### src/rtl/hazard_scoreboard_if.sv
// hazard_scoreboard_if: bundle between the ID/EX stage and the hazard scoreboard.
// The master side (pipeline) drives the EX instruction description, the per-stage
// results and branch resolution. The slave side (scoreboard) returns stall, flush,
// operand forwarding and the stall counter.
interface hazard_scoreboard_if #(
    parameter int DW    = 24,
    parameter int AW    = 4,
    parameter int NSRC  = 3,
    parameter int DEPTH = 2
);
    logic                  ex_valid;
    logic [NSRC*AW-1:0]    ex_src;
    logic [NSRC-1:0]       ex_src_used;
    logic                  ex_wr;
    logic [AW-1:0]         ex_rd;
    logic                  ex_load;
    logic [DEPTH*DW-1:0]   stage_data;
    logic                  branch_taken;
    logic                  stall;
    logic                  flush;
    logic [NSRC-1:0]       fwd_en;
    logic [NSRC*DW-1:0]    fwd_data;
    logic [31:0]           stall_cnt;

    modport master (
        output ex_valid, ex_src, ex_src_used, ex_wr, ex_rd, ex_load,
               stage_data, branch_taken,
        input  stall, flush, fwd_en, fwd_data, stall_cnt
    );

    modport slave (
        input  ex_valid, ex_src, ex_src_used, ex_wr, ex_rd, ex_load,
               stage_data, branch_taken,
        output stall, flush, fwd_en, fwd_data, stall_cnt
    );
endinterface

### src/rtl/hazard_scoreboard.sv
// hazard_scoreboard: tracks destination tags of in-flight instructions over DEPTH
// post-EX stages and resolves operand hazards for the instruction sitting in EX.
// Produces the global stall, per-operand forward selects/data, the branch flush
// and a saturating stall-cycle counter.
//
// Build option: define HZD_BYPASS_EN to enable forwarding from the tracked stages.
// Without it, fwd_en/fwd_data are held at zero and any matching producer stalls
// EX until it has retired out of stage DEPTH (the register file is write-through).
module hazard_scoreboard #(
    parameter int DW         = 24,
    parameter int AW         = 4,
    parameter int NSRC       = 3,
    parameter int DEPTH      = 2,
    parameter int LOAD_STAGE = 2
) (
    input  logic                 clk,
    input  logic                 rst,
    hazard_scoreboard_if.slave   hz
);

    // Tag pipeline state: index 0 is stage 1 (EX/MEM), index DEPTH-1 is MEM/WB.
    logic [DEPTH-1:0] valid_q, valid_d;
    logic [DEPTH-1:0] wr_q,    wr_d;
    logic [DEPTH-1:0] load_q,  load_d;
    logic [AW-1:0]    rd_q [DEPTH];
    logic [AW-1:0]    rd_d [DEPTH];

    logic [31:0]      stall_cnt_q, stall_cnt_d;

    // Per-operand resolution results.
    logic [NSRC-1:0]    op_hit;     // youngest matching producer exists
    logic [NSRC-1:0]    op_ready;   // that producer's value is available
    logic [NSRC*DW-1:0] op_data;    // that producer's stage result
    logic [NSRC-1:0]    op_haz;     // operand cannot proceed this cycle
    logic [NSRC-1:0]    op_fwd;     // operand is served from a stage

    logic stall_c;
    logic enter_c;

    generate
        for (genvar gi = 0; gi < NSRC; gi++) begin : g_op
            logic [AW-1:0] src;
            logic          hit;
            logic          ready;
            logic [DW-1:0] data;

            assign src = hz.ex_src[gi*AW +: AW];

            // Scan oldest to youngest so the youngest (lowest stage) match wins.
            always_comb begin
                hit   = 1'b0;
                ready = 1'b0;
                data  = '0;
                for (int k = DEPTH - 1; k >= 0; k--) begin
                    if (hz.ex_valid && hz.ex_src_used[gi] &&
                        valid_q[k] && wr_q[k] && (rd_q[k] == src)) begin
                        hit   = 1'b1;
                        // Loads only have data from LOAD_STAGE onward.
                        ready = !load_q[k] || ((k + 1) >= LOAD_STAGE);
                        data  = hz.stage_data[k*DW +: DW];
                    end
                end
            end

            assign op_hit[gi]             = hit;
            assign op_ready[gi]           = ready;
            assign op_data[gi*DW +: DW]   = data;

`ifdef HZD_BYPASS_EN
            assign op_haz[gi]             = hit && !ready;
            assign op_fwd[gi]             = hit && ready;
            assign hz.fwd_data[gi*DW +: DW] = op_fwd[gi] ? data : '0;
`else
            // Without bypass any in-flight producer blocks the read until it retires.
            assign op_haz[gi]             = hit;
            assign op_fwd[gi]             = 1'b0;
            assign hz.fwd_data[gi*DW +: DW] = '0;
`endif
        end
    endgenerate

`ifndef HZD_BYPASS_EN
    // Readiness and stage data only matter when forwarding is built in.
    logic unused_nobypass;
    assign unused_nobypass = ^{op_ready, op_data};
`endif

    // A taken branch kills EX, so it never waits on operands.
    assign stall_c = (|op_haz) && !hz.branch_taken;
    assign enter_c = hz.ex_valid && !stall_c && !hz.branch_taken;

    assign hz.stall     = stall_c;
    assign hz.flush     = hz.branch_taken;
    assign hz.fwd_en    = op_fwd;
    assign hz.stall_cnt = stall_cnt_q;

    // Next tag-pipeline contents: EX (or a bubble) into stage 1, older stages shift.
    always_comb begin
        valid_d   = '0;
        wr_d      = '0;
        load_d    = '0;
        for (int k = 0; k < DEPTH; k++) begin
            rd_d[k] = '0;
        end
        valid_d[0] = enter_c;
        wr_d[0]    = hz.ex_wr;
        load_d[0]  = hz.ex_load;
        rd_d[0]    = hz.ex_rd;
        for (int k = 1; k < DEPTH; k++) begin
            valid_d[k] = valid_q[k-1];
            wr_d[k]    = wr_q[k-1];
            load_d[k]  = load_q[k-1];
            rd_d[k]    = rd_q[k-1];
        end
    end

    // Tag pipeline registers; stage DEPTH drops off the end (retires) each clock.
    always_ff @(posedge clk or posedge rst) begin
        if (rst) begin
            valid_q <= '0;
            wr_q    <= '0;
            load_q  <= '0;
            for (int k = 0; k < DEPTH; k++) begin
                rd_q[k] <= '0;
            end
        end else begin
            valid_q <= valid_d;
            wr_q    <= wr_d;
            load_q  <= load_d;
            for (int k = 0; k < DEPTH; k++) begin
                rd_q[k] <= rd_d[k];
            end
        end
    end

    // Saturating count of stalled cycles.
    always_comb begin
        stall_cnt_d = stall_cnt_q;
        if (stall_c && (stall_cnt_q != 32'hFFFF_FFFF)) begin
            stall_cnt_d = stall_cnt_q + 32'd1;
        end
    end

    // Stall counter register.
    always_ff @(posedge clk or posedge rst) begin
        if (rst) begin
            stall_cnt_q <= '0;
        end else begin
            stall_cnt_q <= stall_cnt_d;
        end
    end

endmodule

### src/flat_wrapper.sv
// flat-port wrapper written by rule: the top's interface ports become plain ports
module hazard_scoreboard_flat 
#(
    parameter int DW         = 24,
    parameter int AW         = 4,
    parameter int NSRC       = 3,
    parameter int DEPTH      = 2,
    parameter int LOAD_STAGE = 2
)
  (clk, rst, hz_ex_valid, hz_ex_src, hz_ex_src_used, hz_ex_wr, hz_ex_rd, hz_ex_load, hz_stage_data, hz_branch_taken, hz_stall, hz_flush, hz_fwd_en, hz_fwd_data, hz_stall_cnt);
  hazard_scoreboard_if #(.DW(DW), .AW(AW), .NSRC(NSRC), .DEPTH(DEPTH)) hz_i ();
  input  logic clk;
  input  logic rst;
  input wire logic [$bits(hz_i.ex_valid)-1:0] hz_ex_valid;
  input wire logic [$bits(hz_i.ex_src)-1:0] hz_ex_src;
  input wire logic [$bits(hz_i.ex_src_used)-1:0] hz_ex_src_used;
  input wire logic [$bits(hz_i.ex_wr)-1:0] hz_ex_wr;
  input wire logic [$bits(hz_i.ex_rd)-1:0] hz_ex_rd;
  input wire logic [$bits(hz_i.ex_load)-1:0] hz_ex_load;
  input wire logic [$bits(hz_i.stage_data)-1:0] hz_stage_data;
  input wire logic [$bits(hz_i.branch_taken)-1:0] hz_branch_taken;
  output wire logic [$bits(hz_i.stall)-1:0] hz_stall;
  output wire logic [$bits(hz_i.flush)-1:0] hz_flush;
  output wire logic [$bits(hz_i.fwd_en)-1:0] hz_fwd_en;
  output wire logic [$bits(hz_i.fwd_data)-1:0] hz_fwd_data;
  output wire logic [$bits(hz_i.stall_cnt)-1:0] hz_stall_cnt;
  assign hz_i.ex_valid = hz_ex_valid;
  assign hz_i.ex_src = hz_ex_src;
  assign hz_i.ex_src_used = hz_ex_src_used;
  assign hz_i.ex_wr = hz_ex_wr;
  assign hz_i.ex_rd = hz_ex_rd;
  assign hz_i.ex_load = hz_ex_load;
  assign hz_i.stage_data = hz_stage_data;
  assign hz_i.branch_taken = hz_branch_taken;
  assign hz_stall = hz_i.stall;
  assign hz_flush = hz_i.flush;
  assign hz_fwd_en = hz_i.fwd_en;
  assign hz_fwd_data = hz_i.fwd_data;
  assign hz_stall_cnt = hz_i.stall_cnt;
  hazard_scoreboard #(.DW(DW), .AW(AW), .NSRC(NSRC), .DEPTH(DEPTH), .LOAD_STAGE(LOAD_STAGE)) u_core (.clk(clk), .rst(rst), .hz(hz_i));
endmodule
### config.mk
export PLATFORM = sky130hd
export DESIGN_NAME = hazard_scoreboard_flat
export DESIGN_NICKNAME = d
export VERILOG_FILES = /design/src/rtl/hazard_scoreboard_if.sv /design/src/rtl/hazard_scoreboard.sv /design/src/flat_wrapper.sv
export SDC_FILE = /design/constraint.sdc
export NUM_CORES = 1
export LEC_CHECK = 0
export CORE_ASPECT_RATIO = 2
export CORE_MARGIN = 3
export CORE_UTILIZATION = 33
export DETAILED_ROUTE_END_ITERATION = 10
export GPL_TIMING_DRIVEN = 0
export HOLD_SLACK_MARGIN = 0.08
export PLACE_DENSITY = 0.79
export SLEW_MARGIN = 20
export SYNTH_ARGS = -nofsm -noshare
export SYNTH_HDL_FRONTEND = slang
export SYNTH_SLANG_ARGS = --single-unit
### constraint.sdc
create_clock -name clk -period 1.84 [get_ports clk]
set_input_delay 0.184 -clock clk [delete_from_list [all_inputs] [get_ports clk]]
set_output_delay 0.184 -clock clk [all_outputs]
set_load 0.05 [all_outputs]
* After elaboration in Yosys (flattened, before gate mapping)
Index checks and enable logic that the tools add are counted.
W data, S select, Z words.
** Storage, ports and cells
- Register bits after elaboration :: 44
- Input bits :: 73
- Output and inout port bits :: 109
- Logic and storage cells :: 47
** Operators by class
- Add/subtract/negate cells :: 1
- Equal/unequal tests :: 7
- Mux-type cells :: 6
- Reductions and logical operators :: 28
** Operator list (count)
- $add A32 B1 Y32 const B :: 1
- $ne A32 B32 Y1 const B :: 1
- $logic_and A1 B1 Y1 :: 25
- $eq A4 B4 Y1 :: 6
- $mux W1 :: 6
- $reduce_or A3 Y1 :: 1
- $logic_not A1 Y1 :: 2

* Longest topological paths before layout
- Depth in word-level cells :: 11
- Gate-level depth with buffers :: 8
- Depth with buffers taken out :: 7

* Worst setup path after synthesis
OpenSTA, ideal clock, no wires.
- Kind :: flip-flop to flip-flop
- From :: register u_core.stall_cnt_q[17] (netlist: u_core.hz.stall_cnt[17])
- To :: register u_core.stall_cnt_q[1] (netlist: u_core.hz.stall_cnt[1])
- Library setup time :: 125 ps
- Data arrival time :: 2139 ps
- Setup slack :: -424 ps
- Stages on the path, launching flop included :: 8
- Cell sequence :: dfrtp_1 > and3_1 > nand2_1 > nor3_2 > and3_1 > nand2_1 > nand2_1 > mux2_2
** On the way
- Word-level cells in the longest chain between the ends :: 2
** RTL lines
- from (decl) :: RTL line hazard_scoreboard.sv:28 : logic [31:0] stall_cnt_q, stall_cnt_d;
- from (signal assigned) :: RTL line hazard_scoreboard.sv:149 : stall_cnt_q <= stall_cnt_d;
- $ne A32 B32 Y1 :: RTL line hazard_scoreboard.sv:139 : if (stall_c && (stall_cnt_q != 32'hFFFF_FFFF)) begin
- $logic_and A1 B1 Y1 :: RTL line hazard_scoreboard.sv:139
No other way between the ends.
A chain may end at the register's enable or synchronous reset.

* Worst setup path after layout
- From :: register u_core.rd_q[2] in the netlist's numbering
- To :: output hz_stall
** On the way
- Word-level cells in the longest chain between the ends :: 6
** RTL lines
- from (decl) :: RTL line hazard_scoreboard.sv:25 : logic [AW-1:0] rd_q [DEPTH];
- from (signal, indexed assignment) :: RTL line hazard_scoreboard.sv:131 : rd_q[k] <= rd_d[k];
- $eq A4 B4 Y1 :: RTL line hazard_scoreboard.sv:56 : valid_q[k] && wr_q[k] && (rd_q[k] == src)) begin
- $logic_and A1 B1 Y1 :: RTL line hazard_scoreboard.sv:56
- $mux W1 (on tied branches)
- $mux W1 :: RTL line hazard_scoreboard.sv:55 : if (hz.ex_valid && hz.ex_src_used[gi] &&
- $reduce_or A3 Y1 * :: RTL line hazard_scoreboard.sv:89 : assign stall_c = (|op_haz) && !hz.branch_taken;
- $logic_and A1 B1 Y1 * :: RTL line hazard_scoreboard.sv:89
- to (decl) :: RTL line flat_wrapper.sv:22 : output wire logic [$bits(hz_i.stall)-1:0] hz_stall;
Mark *: on every way between the ends. The rest lies on a longest branch, timed or not.

==> metrics.txt <==
routability cong. 0.822; antenna-violating nets left 0; RSZ-0062 raised after global routing true; CORE AREA 8350 sq um; critical path required time 1660 ps; drt drc 0; failing checks setup timing; Crit. End Element output pin; post-synthesis cell type count 36; largest net degree at the start of global routing 33; gr ovfl total 0; Die Area 9820 sq um; Worst-Skew Late Latency 280 ps; f_max 0.492 GHz; Crit Path Max Fanout 3; share of post-route cells with drive strength above 1 41.1%; critical path's slowest cell dfrtp_1; Reg power frac 37.9%; CTS max path bufs 2; fin crit share 110%; DR WL/cell 13.7 um; number of synthesis warnings 0; syn avg cell area 9.86 sq um; Netlist Area Pre-Place 2840 sq um; hpwl dp 5.43 mm; Sw Share 33.7%; all-layer global routing usage 15.1%; status finished, violations left; vias in the first global route 2,444; FILL cells 724; Seq/Total Area, Yosys 38.8%; FF-to-FF End u_core.hz.stall_cnt[20]; initial drt markers 46; crit-path cells xnor2_1, nand3_1, nor4_2, nor4_2, a21oi_2, buf_6, buf_8; R2R cell count 8; Final Hold Vio Count 0; min Tclk post-route 2030 ps; reg-to-reg slack, setup -170 ps; drt pass-1 iters 4; routed via count 2,461; P_int 1.80 mW; area growth from synthesis to layout 60.9%; Clk pin slew, worst setup/hold paths 60 ps; #FFs+latches synth 44; Gate power share 29.0%; Reg2Reg Launch Point u_core.rd_d[1]; Post-Place Worst Slack -1100 ps; hold buffers post-CTS 0; # clock sinks 44; Root Buffer clkbuf_16; final setup skew 6.56 ps; PwrDens 595 nW/um^2; Die Y 137 um; Crit path max-delay family simple AND/OR/NAND/NOR gates; Setup crit start kind flip-flop; cell mode on critical path nor4_2; switching power 916 uW; crit path buf inv count 2; port buffer count 56; Worst path max stage delay 430 ps; initial antenna violation count 0; ANT cells 0; Avg Vias per Cell 4.41; actual slew at the worst max-slew pin 689 ps; Slew Limit Fails 0; FP Rows 47; clock power share 33.2%; CTS tree done; die width 71.6 um; final net count 533; CP Data Arrival Time 1850 ps; Hold Crit Class input port to asynchronous set/reset pin; final setup fails 34; WL final 7.66 mm; first-pass GRT wire length 11.6 mm; htree depth 2; worst vdd ir 0.537 mV; Leak Pwr 2.28 nW; relative slew slack 54.0%; post-route setup slack -192 ps; TritonCTS Buffers 5; CP Class flip-flop to output pin; Mapped Cells 288; Top Ports 182; setup TNS -3310 ps; Starting Density 34.0%; Max Cap Viol 0
-- cells in the mapped netlist --
master    count  area share [%]
or2_2         1            0.22
nor4bb_1      1            0.35
and2_1        1            0.22
conb_1        1            0.13
xor2_1       12             3.7
or4_4         1            0.40
dfrtp_1      44              39
and3_1       12             2.6
buf_4        76              20
clkbuf_1      2            0.26
and3_4        1            0.40
a41oi_1       2            0.62
mux2_2        1            0.40
nand3_1      25             4.4
a211oi_1      1            0.26
nand4b_1      1            0.31
nor4b_1       2            0.62
nor3_2        1            0.35
nand2_2       1            0.22
nand3_4       1            0.62
nor4b_4       1            0.84
inv_1         4            0.53
a21oi_1       2            0.35
nand4_1       9             2.0
nor2_1        5            0.66
nor2_4        1            0.40
xnor2_1      42              13
and4_4        1            0.40
ha_1          1            0.44
nor3b_1       3            0.79
nor4_1        6             1.3
nand2_1      17             2.2
nor4b_2       1            0.53
nor3_1        5            0.88
and4_1        1            0.31
buf_2         2            0.35
-- cells in the final DEF (no fill, tap or decap), types with 5 or more instances in the layout --
cell             count
dfrtp_2             24
clkdlybuf4s50_1     51
xor2_1              12
nand4_1              9
dfrtp_1             20
buf_6                8
nand3_1             21
clkbuf_16            5
and3_1               8
conb_1              75
and3_4               5
buf_4              103
nor4_2               6
nand2_1             14
xnor2_1             40
-- flip-flops by register name (all words and copies together), names as in the netlist --
| signal | count |
|---|---|
| u_core.rd_q | 4 |
| u_core.wr_q | 2 |
| u_core.rd_d | 4 |
| u_core.valid_q | 2 |
| u_core.hz.stall_cnt | 32 |
-- worst max-delay path by stage --
stage | start | endpoint | slack (ps) | cells past startpoint
after global placement | hz_ex_src[10] | hz_stall | -1110 | 8
after floorplan | u_core.hz.stall_cnt[4] | u_core.hz.stall_cnt[21] | -230 | 7
final | u_core.rd_q[2] | hz_stall | -190 | 7
after CTS | u_core.rd_q[2] | hz_stall | -240 | 7
after detailed placement | hz_ex_src[8] | hz_stall | -1100 | 8
after global routing | u_core.rd_d[0] | hz_stall | -280 | 7
-- stage by stage --
step | hold slack, ps | instance area (sq um) | power, mW | std cells | utilization (%)
6_report | 172 | 4570 | 2.72 | 558 | 54.7
5_1_grt | 191 | 4570 | 2.82 | 558 | 54.7
4_1_cts | 174 | 4400 | 2.72 | 548 | 52.7
3_5_place_dp | 370 | 3880 | 1.78 | 517 | 46.4
3_3_place_gp | 359 | 3860 | 1.76 | 516 | 46.2
2_1_floorplan | 215 | 3170 | 1.65 | 362 | -
-- final cells by class --
cell class / instances / area [sq um] / share of cell area, %
sequential: 44 / 1130 / 24.8
buffer: 80 / 612 / 13.4
timing repair buffer: 90 / 866 / 19.0
inverter: 4 / 15.0 / 0.329
clock buffer: 7 / 143 / 3.12
tap: 98 / 123 / 2.68
clock inverter: 1 / 7.51 / 0.164
multi-input combinational: 234 / 1670 / 36.6
-- metal layers --
layer	share of wire, %	routed length, um	GRT usage, %	vias to the layer above
li1	-	-	-	1166
met4	2.5	192	6.80	0
met1	32	2450	14.4	1148
met3	9.5	729	4.31	15
met5	0	0	0	-
met2	56	4290	28.8	132
-- power groups by stage --
stage                     logic [mW]  registers, mW  clock network (mW)
after floorplan                0.554           1.09                   0
after global placement         0.716           1.05                   0
after detailed placement       0.730           1.05                   0
after CTS                      0.768           1.03               0.925
after global routing           0.827           1.03               0.960
final                          0.787           1.03               0.901
-- cells by family (layout without fill, tap and decap cells) --
group / after synthesis / after routing / share of synthesized area, %
XOR/XNOR: 54 / 54 / 16.7
AND/OR/NAND/NOR: 98 / 98 / 21.1
other: 1 / 75 / 0.132
AO/OA/AOI/OAI: 5 / 5 / 1.23
buffers and inverters: 84 / 182 / 21.2
flip-flops: 44 / 44 / 38.8
multiplexers: 1 / 1 / 0.397
adder cells (fa/ha/maj): 1 / 1 / 0.441
-- timing repair --
item / in CTS / in global routing
setup buffers: 23 / 10
setup endpoints to repair: 34 / 36
resized for setup: 46 / 22
pin swaps: 21 / 11
No activity file was read; power rests on OpenSTA's default activity.
==> edit 1, RTL diff (config.mk and constraints unchanged) <==
Make the reset (`rst`) synchronous in 2 clocked blocks.
--- a/src/rtl/hazard_scoreboard.sv
+++ b/src/rtl/hazard_scoreboard.sv
@@ -115,7 +115,7 @@
     end
 
     // Tag pipeline registers; stage DEPTH drops off the end (retires) each clock.
-    always_ff @(posedge clk or posedge rst) begin
+    always_ff @(posedge clk) begin
         if (rst) begin
             valid_q <= '0;
             wr_q    <= '0;
@@ -142,7 +142,7 @@
     end
 
     // Stall counter register.
-    always_ff @(posedge clk or posedge rst) begin
+    always_ff @(posedge clk) begin
         if (rst) begin
             stall_cnt_q <= '0;
         end else begin
Function: differs if rst is asserted again (counterexample within 4 cycles, from zero or initial values and one cycle with rst high); with rst held inactive, the same outputs for 10 cycles.
==> edit 1 against the original RTL <==
The run still ends with negative setup slack left. Total power shrank 4.0%. Design area grew 15%. Count of clock-buffer cells in the layout is the same. Clock power grew 3.4%. Worst setup slack lost 100 ps. Routed wire length grew 50%. Synthesized area grew 4.8%. Sequential cell count is the same. Global-route usage grew 6.3 points. Critical path type is now reg -> reg. Largest cell class unchanged. Highest routed layer unchanged.
==> edit 1: results (changes against the original RTL) <==
| Metric | Value |
|---|---|
| Status | finished, violations left |
| Failing checks | negative setup slack |
| Distinct cells, synth | 38 (+5.6%) |
| Routed wl met3 | 994 um (+36%) |
| Initial antenna violation count | 0 (unchanged) |
| Layout cell share with drive strength beyond 1 | 50.2% (+9.1 points) |
| Final #Nets | 607 (+14%) |
| FF-to-FF path depth | 10 (+2) |
| Hold crit path type | in -> reg |
| Met1 Wirelength | 3.50 mm (+43%) |
| Setup violations, final | 34 (unchanged) |
| Slack of the critical path | -297 ps (-105 ps) |
| Slew @ Worst Pin | 772 ps (+82.2 ps) |
| GR Util All Layers | 21.3% (+6.3 points) |
| Routability congestion estimate | 0.986 (+20%) |
| Post-DP HPWL | 6.88 mm (+27%) |
| Crit Path Max Fanout | 6 (+3) |
| P_sw | 892 uW (-2.7%) |
| Clock Skew | 6.10 ps (-0.461 ps) |
| Clock latency on the worst-skew pair | 300 ps (+20 ps) |
| Largest net degree at the start of global routing | 14 (-58%) |
| Top cells by area, synth | dfxtp_1 (30%), buf_4 (19%), o31ai_1 (5.6%) |
| Vias in the first global route | 3390 (+39%) |
| Arr. time, crit path | 2320 ps (+470 ps) |
| Port buffer count | 57 (+1.8%) |
| Seq/Total Area, Yosys | 29.6% (-9.2 points) |
| Post-detailed-route via-to-cell ratio | 5.17 (+17%) |
| Synth Flop Type | dfxtp_1 |
| WL met2 | 6.17 mm (+44%) |
| Die span in x | 73.1 um (+2.2%) |
| Pre-CTS setup slack | -1110 ps (-1.01 ps) |
| Most common library cells after synthesis | buf_4 (76), dfxtp_1 (44), a21oi_1 (23), o31ai_1 (22) |
| Worst VDD drop | 0.331 mV (-38%) |
| Wire per inst | 18.1 um (+32%) |
| Leakage | 2.17 nW (-4.5%) |
| Asr flop ratio synth | 0% (-100 points) |
## edit 1: repair_timing
| item | 4_1_cts | 5_1_grt |
|---|---|---|
| gates resized for setup | 136 | 55 |
| cloned | 6 | 0 |
| endpoints found under the setup margin | 35 | 35 |
| buffers inserted | 33 | 3 |
| pin swaps | 70 | 33 |
## edit 1: cell families after synthesis
group                    after synthesis  synth area share [%]
AO/OA/AOI/OAI                         57                  12.6
XOR/XNOR                              24                  7.06
adder cells (fa/ha/maj)                1                 0.420
buffers and inverters                 95                  21.8
flip-flops                            44                  29.6
multiplexers                           7                  2.65
other                                  1                 0.126
AND/OR/NAND/NOR                      126                  25.8
## edit 1: worst paths after layout
kind                                        start                      end  slack, ps
worst max-delay path            u_core.rd_q[0][2]  u_core.hz.stall_cnt[10]       -300
worst min-delay path                  hz_ex_valid        u_core.valid_q[0]        400
worst max register to register  u_core.rd_q[0][2]  u_core.hz.stall_cnt[10]       -300
worst min register to register  u_core.valid_q[0]        u_core.valid_q[1]        500
## edit 1: worst max-delay path: stages (launching register included)
cell and delay, ps:
dfxtp_4 400, xor2_2 150, nor2_1 60, nand4_1 120, o31ai_4 100, buf_4 160, nor3_4 410, buf_8 190
buf_6 100, nor4_4 30, mux2_4 300
## edit 1: layout make-up
class                           instances  area share [%]
Clock buffer                            7            2.73
Inverter                                6           0.430
Sequential cell                        44            18.4
Multi-Input combinational cell        290            44.0
Timing Repair Buffer                   98            18.8
Tap cell                              100            2.39
Clock inverter                          1           0.120
Buffer                                 88            13.1
## edit 1: routing by layer
metal  track usage (%)  vias to the layer above
met5                 0                        -
met4              17.8                        0
met1              18.3                     1513
met2              39.0                      211
met3              4.96                       67
li1                  -                     1485
## edit 1: metrics by stage
stage / std cells / cell area (um^2) / hold slack, ps / setup TNS (ps)
after floorplan: 429 / 3320 / 312 / -6210
after global placement: 586 / 4010 / 474 / -25310
after detailed placement: 586 / 4010 / 482 / -26580
after CTS: 633 / 5050 / 400 / -4770
after global routing: 634 / 5230 / 446 / -8850
final: 634 / 5230 / 402 / -7020
## edit 1: power by group through the flow
stage / Sequential, mW / Clock [mW] / Combinational [mW]
after detailed placement: 0.989 / 0 / 0.631
after CTS: 0.965 / 0.950 / 0.689
after global routing: 0.967 / 0.979 / 0.740
after floorplan: 0.985 / 0 / 0.541
after global placement: 0.988 / 0 / 0.627
final: 0.966 / 0.932 / 0.712
==> edit 2, RTL diff (same flow settings) <==
Without the edit above. The option `HZD_BYPASS_EN` is turned on by a define.
--- a/src/rtl/hazard_scoreboard.sv
+++ b/src/rtl/hazard_scoreboard.sv
@@ -6,6 +6,8 @@
 // Build option: define HZD_BYPASS_EN to enable forwarding from the tracked stages.
 // Without it, fwd_en/fwd_data are held at zero and any matching producer stalls
 // EX until it has retired out of stage DEPTH (the register file is write-through).
+`define HZD_BYPASS_EN
+
 module hazard_scoreboard #(
     parameter int DW         = 24,
     parameter int AW         = 4,
Behaviour: not the same (Yosys sat finds a counterexample within 4 cycles, from zero or initial values and one cycle with rst high).
==> edit 2 against the original RTL <==
The flow still finishes with violations (negative setup slack). Sequential cell count increased by 1. Die area increased by 21%. Synthesized cell count increased by 53%. Fmax decreased by 21%. Cell count increased by 45%. Largest cell class unchanged. Design area increased by 73%. Synthesized area increased by 23%. First-iteration DRC count increased to 6.8 times the old value. Total power decreased by 8.4%. Worst setup slack got worse by 550 ps. Non-clock buffer count increased by 83. Largest power group unchanged. Routed wire length increased by 130%.
==> edit 2: results (changes against the original RTL) <==
| Metric | Value |
|---|---|
| Status | finished, violations left |
| Failing checks | negative setup slack |
| Xor/xnor share of the synthesized area | 13.6% (-3.1 points) |
| Rel. slew slack | 63.1% (+9.0 points) |
| Worst Setup EP | hz_fwd_data[56] |
| Count of multi-input gates | 366 (+56%) |
| Signal buf overhead | 36.3% (+4.0 points) |
| Vias | 4455 (+81%) |
| Sw frac | 29.0% (-4.7 points) |
| Slack of the critical path | -741 ps (-548 ps) |
| Worst Setup SP | u_core.rd_d[1] |
| Crit Path Max Fanout | 6 (+3) |
| Final #Nets | 749 (+41%) |
| Clock Skew | 4.11 ps (-2.45 ps) |
| Met2 global-route usage | 52.6% (+24 points) |
| Distinct cells, synth | 37 (+2.8%) |
| Met3 Use GR | 5.24% (+0.93 points) |
| Part of the power in registers | 41.7% (+3.8 points) |
| Routed wl met3 | 1.09 mm (+49%) |
| Arr. time, crit path | 2400 ps (+550 ps) |
| Seq/Total Area, Yosys | 32.3% (-6.5 points) |
| Fraction of area in multi-input gates | 44.7% (+8.1 points) |
| Setup violations, final | 109 (+220%) |
| GR Util All Layers | 27.0% (+12 points) |
| Synth Area in Adders | 0.359% (-0.082 points) |
| Compound-gate portion of the synthesized area | 7.50% (+6.3 points) |
| Crit path largest cell delay | 460 ps (+30 ps) |
| R2R Setup Slk | -450 ps (-280 ps) |
| Wire per inst | 21.8 um (+59%) |
| Vias in the first global route | 4699 (+92%) |
| Largest net degree at the start of global routing | 27 (-18%) |
| WL met2 | 10.1 mm (+130%) |
| Min Hold Slack | 210 ps (+37.5 ps) |
| Top cells by area, synth | dfrtp_1 (32%), nand2_1 (11%), a21oi_1 (7.0%) |
| Combinational gate power | 547 uW (-30%) |
==> edit 2: cell types whose count changed in the layout (fill, tap and decap cells not counted), sizes merged, moves of 22 or more <==
cell	unedited run	this run
a21oi	2	49
nor2	6	28
clkdlybuf4s50	51	103
mux2i	0	24
nand2	18	109
conb	75	0
==> edit 2: timing repair <==
item                                    in CTS  in global routing
gates cloned                                 9                  2
resized for setup                          582                 99
pin swaps                                   16                 26
endpoints found under the setup margin     109                109
buffers inserted                            19                 22
==> edit 2: cell families after synthesis <==
logic type                 Yosys count
AOI/OAI and AO/OA                   51
xor gates and xnor gates            54
adders and majority gates            1
buffers and inverters               32
DFF                                 45
muxes                               27
and+or+nand+nor                    231
==> edit 2: through the flow <==
stage,std cells,utilization [%],cell area (um^2),setup TNS (ps)
3_5_place_dp,758,63.6,6490,-123030
4_1_cts,793,71.3,7290,-56060
5_1_grt,811,77.4,7910,-67330
2_1_floorplan,441,-,4490,-15360
6_report,811,77.4,7910,-57640
3_3_place_gp,757,63.4,6470,-137570
